$ cat config.mk
export PLATFORM = sky130hd
export DESIGN_NAME = iter_divider
export DESIGN_NICKNAME = d
export VERILOG_FILES = /design/src/rtl/iter_divider.sv
export SDC_FILE = /design/constraint.sdc
export NUM_CORES = 1
export LEC_CHECK = 0
export ABC_AREA = 0
export BUFFER_PORTS_ARGS = -buffer_cell sky130_fd_sc_hd__buf_2
export CAP_MARGIN = 15
export CORE_UTILIZATION = 57
export CTS_BUF_LIST = sky130_fd_sc_hd__clkbuf_8
export CTS_CLUSTER_DIAMETER = 50
export DETAILED_ROUTE_END_ITERATION = 10
export GPL_TIMING_DRIVEN = 1
export PLACE_DENSITY = 0.78
export SYNTH_ARGS = -nofsm -noshare
export SYNTH_HDL_FRONTEND = slang
export SYNTH_SLANG_ARGS = --single-unit
$ cat constraint.sdc
create_clock -name clk -period 4.1 [get_ports clk]
set_clock_uncertainty 0.2 [all_clocks]
set_input_delay 0.205 -clock clk [delete_from_list [all_inputs] [get_ports clk]]
set_output_delay 0.205 -clock clk [all_outputs]
set_load 0.01 [all_outputs]
$ cat src/rtl/iter_divider.sv
// Iterative restoring radix-2 divider, signed or unsigned, optional early-out.
// The result is {remainder, quotient}. Signs are fixed up in a single cycle after the magnitude loop.
module iter_divider #(
  parameter int WIDTH     = 32,
  parameter int EARLY_OUT = 1
) (
  input  logic               clk,
  input  logic               rst,
  input  logic               start,
  input  logic               abandon,
  input  logic               signdiv,
  input  logic [WIDTH-1:0]   opr1,
  input  logic [WIDTH-1:0]   opr2,
  output logic               busy,
  output logic               ready,
  output logic               dbz,
  output logic [2*WIDTH-1:0] res
);
  localparam int CW = $clog2(WIDTH + 1);

  typedef enum logic [1:0] {IDLE, CALC, FIX, DONE} state_e;

  state_e             state_q, state_d;
  logic [2*WIDTH:0]   pq_q, pq_d;
  logic [WIDTH-1:0]   div_q, div_d;
  logic [CW-1:0]      cnt_q, cnt_d;
  logic               s1_q, s1_d, s2_q, s2_d, dbz_q, dbz_d;

  logic [WIDTH-1:0]   mag1, mag2, quo, rem;
  logic [CW-1:0]      lz, n_early;
  logic [WIDTH+1:0]   diff;
  logic [2*WIDTH:0]   step;

  assign mag1 = (signdiv && opr1[WIDTH-1]) ? -opr1 : opr1;
  assign mag2 = (signdiv && opr2[WIDTH-1]) ? -opr2 : opr2;

  always_comb begin
    lz = CW'(WIDTH);
    for (int i = 0; i < WIDTH; i++)
      if (mag1[i]) lz = CW'(WIDTH - 1 - i);
  end
  assign n_early = (lz == CW'(WIDTH)) ? CW'(1) : CW'(WIDTH) - lz;

  // The shifted partial remainder is pq_q[2W:W-1]. Its top bit is always 0, so the sign bit of diff is the borrow.
  assign diff = pq_q[2*WIDTH:WIDTH-1] - {2'b00, div_q};
  assign step = diff[WIDTH+1] ? {pq_q[2*WIDTH-1:0], 1'b0}
                              : {diff[WIDTH:0], pq_q[WIDTH-2:0], 1'b1};

  assign quo = pq_q[WIDTH-1:0];
  assign rem = pq_q[2*WIDTH-1:WIDTH];

  always_comb begin
    state_d = state_q;
    pq_d    = pq_q;
    div_d   = div_q;
    cnt_d   = cnt_q;
    s1_d    = s1_q;
    s2_d    = s2_q;
    dbz_d   = dbz_q;
    case (state_q)
      IDLE: if (start) begin
        s1_d  = signdiv & opr1[WIDTH-1];
        s2_d  = signdiv & opr2[WIDTH-1];
        div_d = mag2;
        if (opr2 == '0) begin
          dbz_d   = 1'b1;
          pq_d    = '0;
          state_d = DONE;
        end else begin
          if (EARLY_OUT != 0) begin
            pq_d  = {(WIDTH+1)'(0), mag1 << lz};
            cnt_d = n_early;
          end else begin
            pq_d  = {(WIDTH+1)'(0), mag1};
            cnt_d = CW'(WIDTH);
          end
          state_d = CALC;
        end
      end
      CALC: begin
        pq_d  = step;
        cnt_d = cnt_q - CW'(1);
        if (cnt_q == CW'(1)) state_d = FIX;
      end
      FIX: begin
        pq_d    = {1'b0, (s1_q ? -rem : rem), ((s1_q ^ s2_q) ? -quo : quo)};
        state_d = DONE;
      end
      DONE: if (!start) begin
        pq_d    = '0;
        div_d   = '0;
        cnt_d   = '0;
        s1_d    = 1'b0;
        s2_d    = 1'b0;
        dbz_d   = 1'b0;
        state_d = IDLE;
      end
      default: state_d = IDLE;
    endcase
    if (abandon) begin
      pq_d    = '0;
      div_d   = '0;
      cnt_d   = '0;
      s1_d    = 1'b0;
      s2_d    = 1'b0;
      dbz_d   = 1'b0;
      state_d = IDLE;
    end
  end

  always_ff @(posedge clk or posedge rst) begin
    if (rst) begin
      state_q <= IDLE;
      pq_q    <= '0;
      div_q   <= '0;
      cnt_q   <= '0;
      s1_q    <= 1'b0;
      s2_q    <= 1'b0;
      dbz_q   <= 1'b0;
    end else begin
      state_q <= state_d;
      pq_q    <= pq_d;
      div_q   <= div_d;
      cnt_q   <= cnt_d;
      s1_q    <= s1_d;
      s2_q    <= s2_d;
      dbz_q   <= dbz_d;
    end
  end

  assign busy  = (state_q == CALC) || (state_q == FIX);
  assign ready = (state_q == DONE);
  assign dbz   = dbz_q;
  assign res   = ready ? {rem, quo} : '0;
endmodule
==> results of run 1 <==
-- kinds of logic (layout without fill, tap and decap cells) --
group | count (synthesis) | in the layout
buffers and inverters | 192 | 483
AO/OA/AOI/OAI | 597 | 597
AND/OR/NAND/NOR | 660 | 660
multiplexers | 61 | 61
adder cells (fa/ha/maj) | 45 | 45
other | 0 | 1
flip-flops | 108 | 108
XOR/XNOR | 120 | 120
-- per-stage QoR --
| step | instance area (sq um) | worst slack, ps | setup TNS (ps) | std cells | power (mW) |
|---|---|---|---|---|---|
| 2_1_floorplan | 13080 | 55.08 | 0 | 1783 | 5.151 |
| 3_3_place_gp | 15340 | -74.02 | -277.9 | 2304 | 6.475 |
| 3_5_place_dp | 15340 | -243.5 | -2621 | 2304 | 6.583 |
| 4_1_cts | 15920 | 26.80 | 0 | 2354 | 7.418 |
| 5_1_grt | 16040 | -34.15 | -34.15 | 2360 | 8.199 |
| 6_report | 16040 | 182.2 | 0 | 2360 | 7.653 |
-- repair_timing --
item,4_1_cts,5_1_grt
pin swaps,0,6
endpoints found under the setup margin,1,48
endpoints found under the hold margin,106,0
buffers inserted,0,5
hold buffers,34,0
gates resized for setup,1,22
-- registers in the layout, summed over array words and instances (netlist names) --
register / flops
cnt_q: 6
dbz: 1
div_q: 32
pq_q: 65
s1_q: 1
s2_q: 1
state_q: 2
-- layout make-up --
class,count,area (sq um)
multi-input cells,1483,9674
diodes,1,2.502
well taps,285,356.6
flip-flops and latches,108,2706
repair buffers,401,2820
fillers,1895,6529
clock inverters,7,108.9
inverters,66,250.2
clock buffers,9,123.9
-- worst max-delay path: cells and delay by family (launching register included) --
family | cells | cell delay, ps
and+or+nand+nor | 2 | 230
buffers and inverters | 2 | 120
xor gates and xnor gates | 1 | 160
adders and majority gates | 2 | 570
AOI/OAI and AO/OA | 10 | 2120
DFF | 1 | 410
-- layout by cell type, fill, tap and decap left out, types with 16 or more instances in the layout --
cell type | Yosys | final
sky130_fd_sc_hd__ha_1 | 43 | 42
sky130_fd_sc_hd__mux2i_1 | 46 | 46
sky130_fd_sc_hd__o21ai_0 | 165 | 163
sky130_fd_sc_hd__nand3_1 | 40 | 40
sky130_fd_sc_hd__o211ai_1 | 19 | 19
sky130_fd_sc_hd__buf_2 | 23 | 135
sky130_fd_sc_hd__a31oi_1 | 31 | 31
sky130_fd_sc_hd__a21o_1 | 19 | 19
sky130_fd_sc_hd__buf_4 | 3 | 227
sky130_fd_sc_hd__nand2b_1 | 24 | 24
sky130_fd_sc_hd__a22oi_1 | 21 | 21
sky130_fd_sc_hd__xnor2_1 | 80 | 80
sky130_fd_sc_hd__nand2_1 | 165 | 165
sky130_fd_sc_hd__nor4_1 | 24 | 22
sky130_fd_sc_hd__nor2_1 | 140 | 138
sky130_fd_sc_hd__a221oi_1 | 20 | 18
sky130_fd_sc_hd__a21oi_1 | 124 | 123
sky130_fd_sc_hd__and2_1 | 78 | 78
sky130_fd_sc_hd__dfrtp_1 | 108 | 105
sky130_fd_sc_hd__a211oi_1 | 18 | 16
sky130_fd_sc_hd__dlygate4sd3_1 | 0 | 34
sky130_fd_sc_hd__xor2_1 | 39 | 38
sky130_fd_sc_hd__inv_1 | 66 | 66
sky130_fd_sc_hd__nor3_1 | 70 | 69
-- worst min path at each step --
stage	from	to	slack (ps)
3_5_place_dp	div_q[15]	div_q[15]	270
3_3_place_gp	div_q[22]	div_q[22]	260
6_report	start	dbz	50
2_1_floorplan	opr2[31]	div_q[31]	140
4_1_cts	abandon	dbz	30
5_1_grt	abandon	dbz	60
-- power by group --
part	total, mW	internal, mW	switching, mW	leakage (nW)
logic	5.12	2.24	2.88	5.53
registers	1.73	1.32	0.410	1.45
clock network	0.796	0.357	0.440	0.120
-- per-layer routing --
layer  vias to the layer above  wire (um)  GRT usage
met2                       758      21000     0.6421
met3                       124       3270    0.05387
met1                      7088      18780     0.4806
li1                       7130          -          -
met4                         0       1632     0.1481
met5                         -          0          0
==> impl_metrics.yaml, run 1 <==
synth:
  synthDominantAreaCellType: "sky130_fd_sc_hd__dfrtp_1"
  ys_seq_area_frac: 0.2067
  compound_cell_area_share_of_the_yosys_netlist: 0.2998
  async_reset_ff_frac: 1.000
  synthTopCellsByCount: "sky130_fd_sc_hd__nand2_1, sky130_fd_sc_hd__o21ai_0, sky130_fd_sc_hd__nor2_1"
  yosys.area_share.adder: 0.04344
  synth-xor-area-share: 0.08094
  simple_logic_cell_fraction_of_the_synthesized_area: 0.2594
  yosys_warnings: 0
  syn_inst: 1783
  ys.flop_type: "sky130_fd_sc_hd__dfrtp_1"
  synth.mux.area_fraction: 0.04812
  synth_area_per_cell_sq_um: 7.335
  ys_types: 95
  cells_taking_the_most_area_after_synthesis: "sky130_fd_sc_hd__dfrtp_1, sky130_fd_sc_hd__o21ai_0, sky130_fd_sc_hd__xnor2_1"
  syn_nets: 1896
  combinational_family_with_the_most_area_after_synthesis: "compound AO/OA/AOI/OAI gates"
  flip_flop_and_latch_count_after_synthesis: 108
  synth-edff-count: 0
  syn_std_cell_area_sq_um: 13080
  synthDominantCellAreaShare: 0.2067
clock_network:
  clock_latency_ps: 410
  numClockSinks: 108
  tritoncts: "done"
  ctsLongestPathBuffers: 2
  cts_htree_levels: 3
  clkSlewWorstSetupHoldPaths_ps: 130
  cts-buffers-inserted: 9
  cts_root_buf: "sky130_fd_sc_hd__clkbuf_8"
route:
  routedWlPerCell_um: 18.93
  post-route-drc-count: 0
  detailroute.via_count: 15100
  drt-initial-drc-count: 1593
  via_per_inst: 6.398
  detail-route-antenna-nets: 0
  firstDrtPassIters: 7
  finalWirelength_mm: 44.68
critical_path:
  worst_ep_required_time_ps: 4210
  reg2reg_setup_slack_ps: 180
  cp_cell_sequence: "inv_1, ha_1, inv_1, fa_1, a21o_1, a21oi_1, o21ai_0, a2111oi_2, a211oi_2, a41oi_2, o21ai_1, a31oi_1, nand2_1, a31oi_1, nand2_1, xor2_2, o21ai_0"
  worst_path_cell_with_the_longest_stage_delay: "sky130_fd_sc_hd__a2111oi_2"
  r2r.worst_path.cells: 17
  end_kind: "flop"
  critPathCapture: "pq_q[64]"
  crit_path_start: "pq_q[31]"
  reg_to_reg_start: "pq_q[31]"
  worstPathMaxFanout: 2
  crit_type: "reg -> reg"
  max_stage_delay_ps: 420
  critPathArrivalTime_ps: 4030
  startpoint_type: "flop"
  crit-reg2reg-capture: "pq_q[64]"
timing:
  max_clock_freq_mhz: 255.2
  timing_hold_violations_final: 0
  min_clock_period_post_route_ps: 3918
  finalHoldWorstSlack_ps: 47.07
  setup-violations-final: 0
  report.final.slew_viol_count: 0
  fin_crit_sh: 0.9556
  tightest_slew_ps: 961.8
  timing.slew.headroom: 0.3588
placement:
  dpl.hpwl_mm: 33.69
  gp_routability_congestion: 0.9690
  port-buffer-count: 135
min_path:
  holdCritPathClass: "in -> reg"
  worst_hold_path_cells: 4
final_layout:
  area_growth_syn_to_layout_pct: 22.68
  share_of_cells_above_drive_strength_1: 0.2213
  finalNetCount: 2182
  finalCoreUtilization: 0.7108
floorplanning:
  core_region_area_sq_um: 22570
  floorplan.io_pins: 136
  fp.dieW_um: 153.5
  die_height_um: 153.5
  die_area_sq_um: 23550
  fp-row-count: 55
  start_util: 0.5794
pwr:
  total_leakage_power_nw: 7.104
  power-per-cell-area_nw_per_um2: 477.0
  max-vdd-ir-drop_v: 0.0003458
global_routing:
  first_global_vias: 14440
  grt_antenna_before_repair: 1
  global_route.usage.total: 0.3770
  global_route_wire_length_before_repair_mm: 72.58
  gr-total-overflow: 0
  pin_count_of_the_biggest_net_entering_global_routing: 76
outcome:
  result_of_the_run: "finished, final reports clean"
flow_run:
  maxCapViolCount: 0
No activity file was read; power rests on OpenSTA's default activity.
==> run 2, diff against run 1 <==
CORE_UTILIZATION = 63   (was 57)
PLACE_DENSITY = 0.82   (was 0.78)
clock period = 4.4 ns   (was 4.1 ns; I/O delays follow)
==> run 2 against run 1 <==
  * Clock power decreased by 15%
  * Worst hold slack worse by 6.4 ps
  * Sequential power shrank 6%
  * Critical endpoint unchanged
  * Largest cell class unchanged
  * Largest power group unchanged
  * Highest routed layer unchanged
==> impl_metrics.yaml, run 2 (synthesized netlist as in run 1, its figures left out) <==
floorplanning:
  fp-row-count: 52
  core_region_area_sq_um: 20300
  die_height_um: 146.1
  die_area_sq_um: 21340
  fp.dieW_um: 146.1
  start_util: 0.6442
  floorplan.io_pins: 136
global_routing:
  gr-total-overflow: 0
  grt_antenna_before_repair: 0
  first_global_vias: 13850
  pin_count_of_the_biggest_net_entering_global_routing: 75
  global_route.usage.total: 0.4191
  global_route_wire_length_before_repair_mm: 72.44
clock_network:
  numClockSinks: 108
  cts_setup_buffers: 0
  cts-buffers-inserted: 9
  ctsLongestPathBuffers: 2
  cts_htree_levels: 3
  tritoncts: "done"
  clock_latency_ps: 420
  cts_root_buf: "sky130_fd_sc_hd__clkbuf_8"
  clkSlewWorstSetupHoldPaths_ps: 140
route:
  post-route-drc-count: 0
  detailroute.via_count: 14910
  firstDrtPassIters: 6
  via_per_inst: 6.686
  routedWlPerCell_um: 20.20
  detail-route-antenna-nets: 0
  finalWirelength_mm: 45.05
  drt-initial-drc-count: 1654
final_layout:
  postLayoutCellArea_sq_um: 15090
  fillCellCount: 1617
  largest_register: "pq_q"
  area_growth_syn_to_layout_pct: 15.37
  area.sequential_sq_um: 2703
  top_regs: "pq_q: 65 flops, div_q: 32 flops, cnt_q: 6 flops"
  largest_reg_flops: 65
  finalNetCount: 2068
  finalCoreUtilization: 0.7433
  mostFrequentLayoutCells: "sky130_fd_sc_hd__nand2_1, sky130_fd_sc_hd__o21ai_0, sky130_fd_sc_hd__nor2_1"
  diodes: 0
  share_of_cells_above_drive_strength_1: 0.1714
  multi_input_area_sq_um: 9613
timing:
  fin_setup_tns_ps: 0
  finalHoldWorstSlack_ps: 40.71
  min_clock_period_post_route_ps: 4077
  report.final.slew_viol_count: 0
  tightest_slew_ps: 905.6
  timing_hold_violations_final: 0
  timing.slew.headroom: 0.3963
  setup-violations-final: 0
  setup_ws_post_layout_ps: 323.0
  grt_setup_unrepaired: "false"
  fin_crit_sh: 0.9266
  max_clock_freq_mhz: 245.3
critical_path:
  critPathArrivalTime_ps: 4210
  r2r.worst_path.cells: 16
  worst_ep_required_time_ps: 4540
  startpoint_type: "flop"
  reg_to_reg_start: "div_q[0]"
  worstPathMaxFanout: 3
  end_kind: "flop"
  crit_type: "reg -> reg"
  reg2reg_setup_slack_ps: 320
  crit-reg2reg-capture: "pq_q[64]"
min_path:
  hold-path-endpoint: "div_q[24]"
  holdCritPathClass: "in -> reg"
  worst_hold_path_cells: 3
  timing.hold.worst.start: "opr2[24]"
pwr:
  power-per-cell-area_nw_per_um2: 458.5
  total_leakage_power_nw: 6.537
  max-vdd-ir-drop_v: 0.0002762
placement:
  dpl.hpwl_mm: 33.20
  gp_routability_congestion: 1.024
  placement.cell_area_sq_um: 14540
  detailedPlace.worstSlack_ps: 62.12
  port-buffer-count: 135
flow_run:
  maxCapViolCount: 0
outcome:
  result_of_the_run: "finished, final reports clean"
-- run 2: cell types whose count changed in the layout (fill, tap and decap cells not counted), sizes merged --
| cell | delta |
|---|---|
| buf | -111 |
| clkinv | +4 |
| dlygate4sd3 | -3 |
| bufinv | -2 |
| inv | -2 |
| diode | -1 |
-- run 2: final cells by class --
class | instances | area share
multi-input combinational | 1483 | 0.6371
sequential | 108 | 0.1791
timing repair buffer | 287 | 0.1305
tap | 270 | 0.02239
inverter | 66 | 0.01659
clock buffer | 9 | 0.008210
clock inverter | 7 | 0.006054
-- run 2: where the power goes --
| group | switching (mW) | internal (mW) |
|---|---|---|
| Clock | 0.445 | 0.231 |
| Sequential | 0.396 | 1.23 |
| Combinational | 2.70 | 1.91 |
-- run 2: worst max path at each step --
stage,start,to,depth (start not counted)
CTS,pq_q[37],pq_q[63],13
floorplan,opr1[24],pq_q[30],14
global placement,opr1[5],pq_q[23],14
finish,div_q[0],pq_q[64],16
global route,div_q[0],pq_q[64],16
detailed placement,opr1[0],pq_q[30],17
-- run 2: per-stage QoR --
stage / power, mW / std cells
after global placement: 5.921 / 2183
after global routing: 7.379 / 2230
after floorplan: 4.800 / 1783
final: 6.918 / 2230
after detailed placement: 6.027 / 2183
after CTS: 6.740 / 2230
-- run 2: timing repair --
action,CTS,global route
hold buffers,31,0
endpoints found under the setup margin,0,6
gates resized for setup,0,4
endpoints found under the hold margin,90,0
-- run 2: worst max-delay path, stage by stage, from the launching register on --
cell and delay (ps):
sky130_fd_sc_hd__dfrtp_1 450, sky130_fd_sc_hd__ha_1 210, sky130_fd_sc_hd__inv_1 60, sky130_fd_sc_hd__fa_1 400, sky130_fd_sc_hd__a21o_1 170, sky130_fd_sc_hd__a21oi_1 250
sky130_fd_sc_hd__o21ai_0 160, sky130_fd_sc_hd__a2111oi_0 390, sky130_fd_sc_hd__a211oi_1 160, sky130_fd_sc_hd__a41oi_2 310, sky130_fd_sc_hd__o21ai_0 240, sky130_fd_sc_hd__a31oi_2 300
sky130_fd_sc_hd__nand2_1 120, sky130_fd_sc_hd__a31oi_1 220, sky130_fd_sc_hd__nand2_1 90, sky130_fd_sc_hd__xor2_1 140, sky130_fd_sc_hd__o21ai_0 130
-- run 2: layer usage --
metal  GRT usage  vias to the layer above  wire length, um
li1            -                     6910                -
met1      0.5773                     6921            18750
met2      0.6368                      942            19710
met3     0.08500                      137             4823
met4      0.1813                        0             1770
met5           0                        -                0
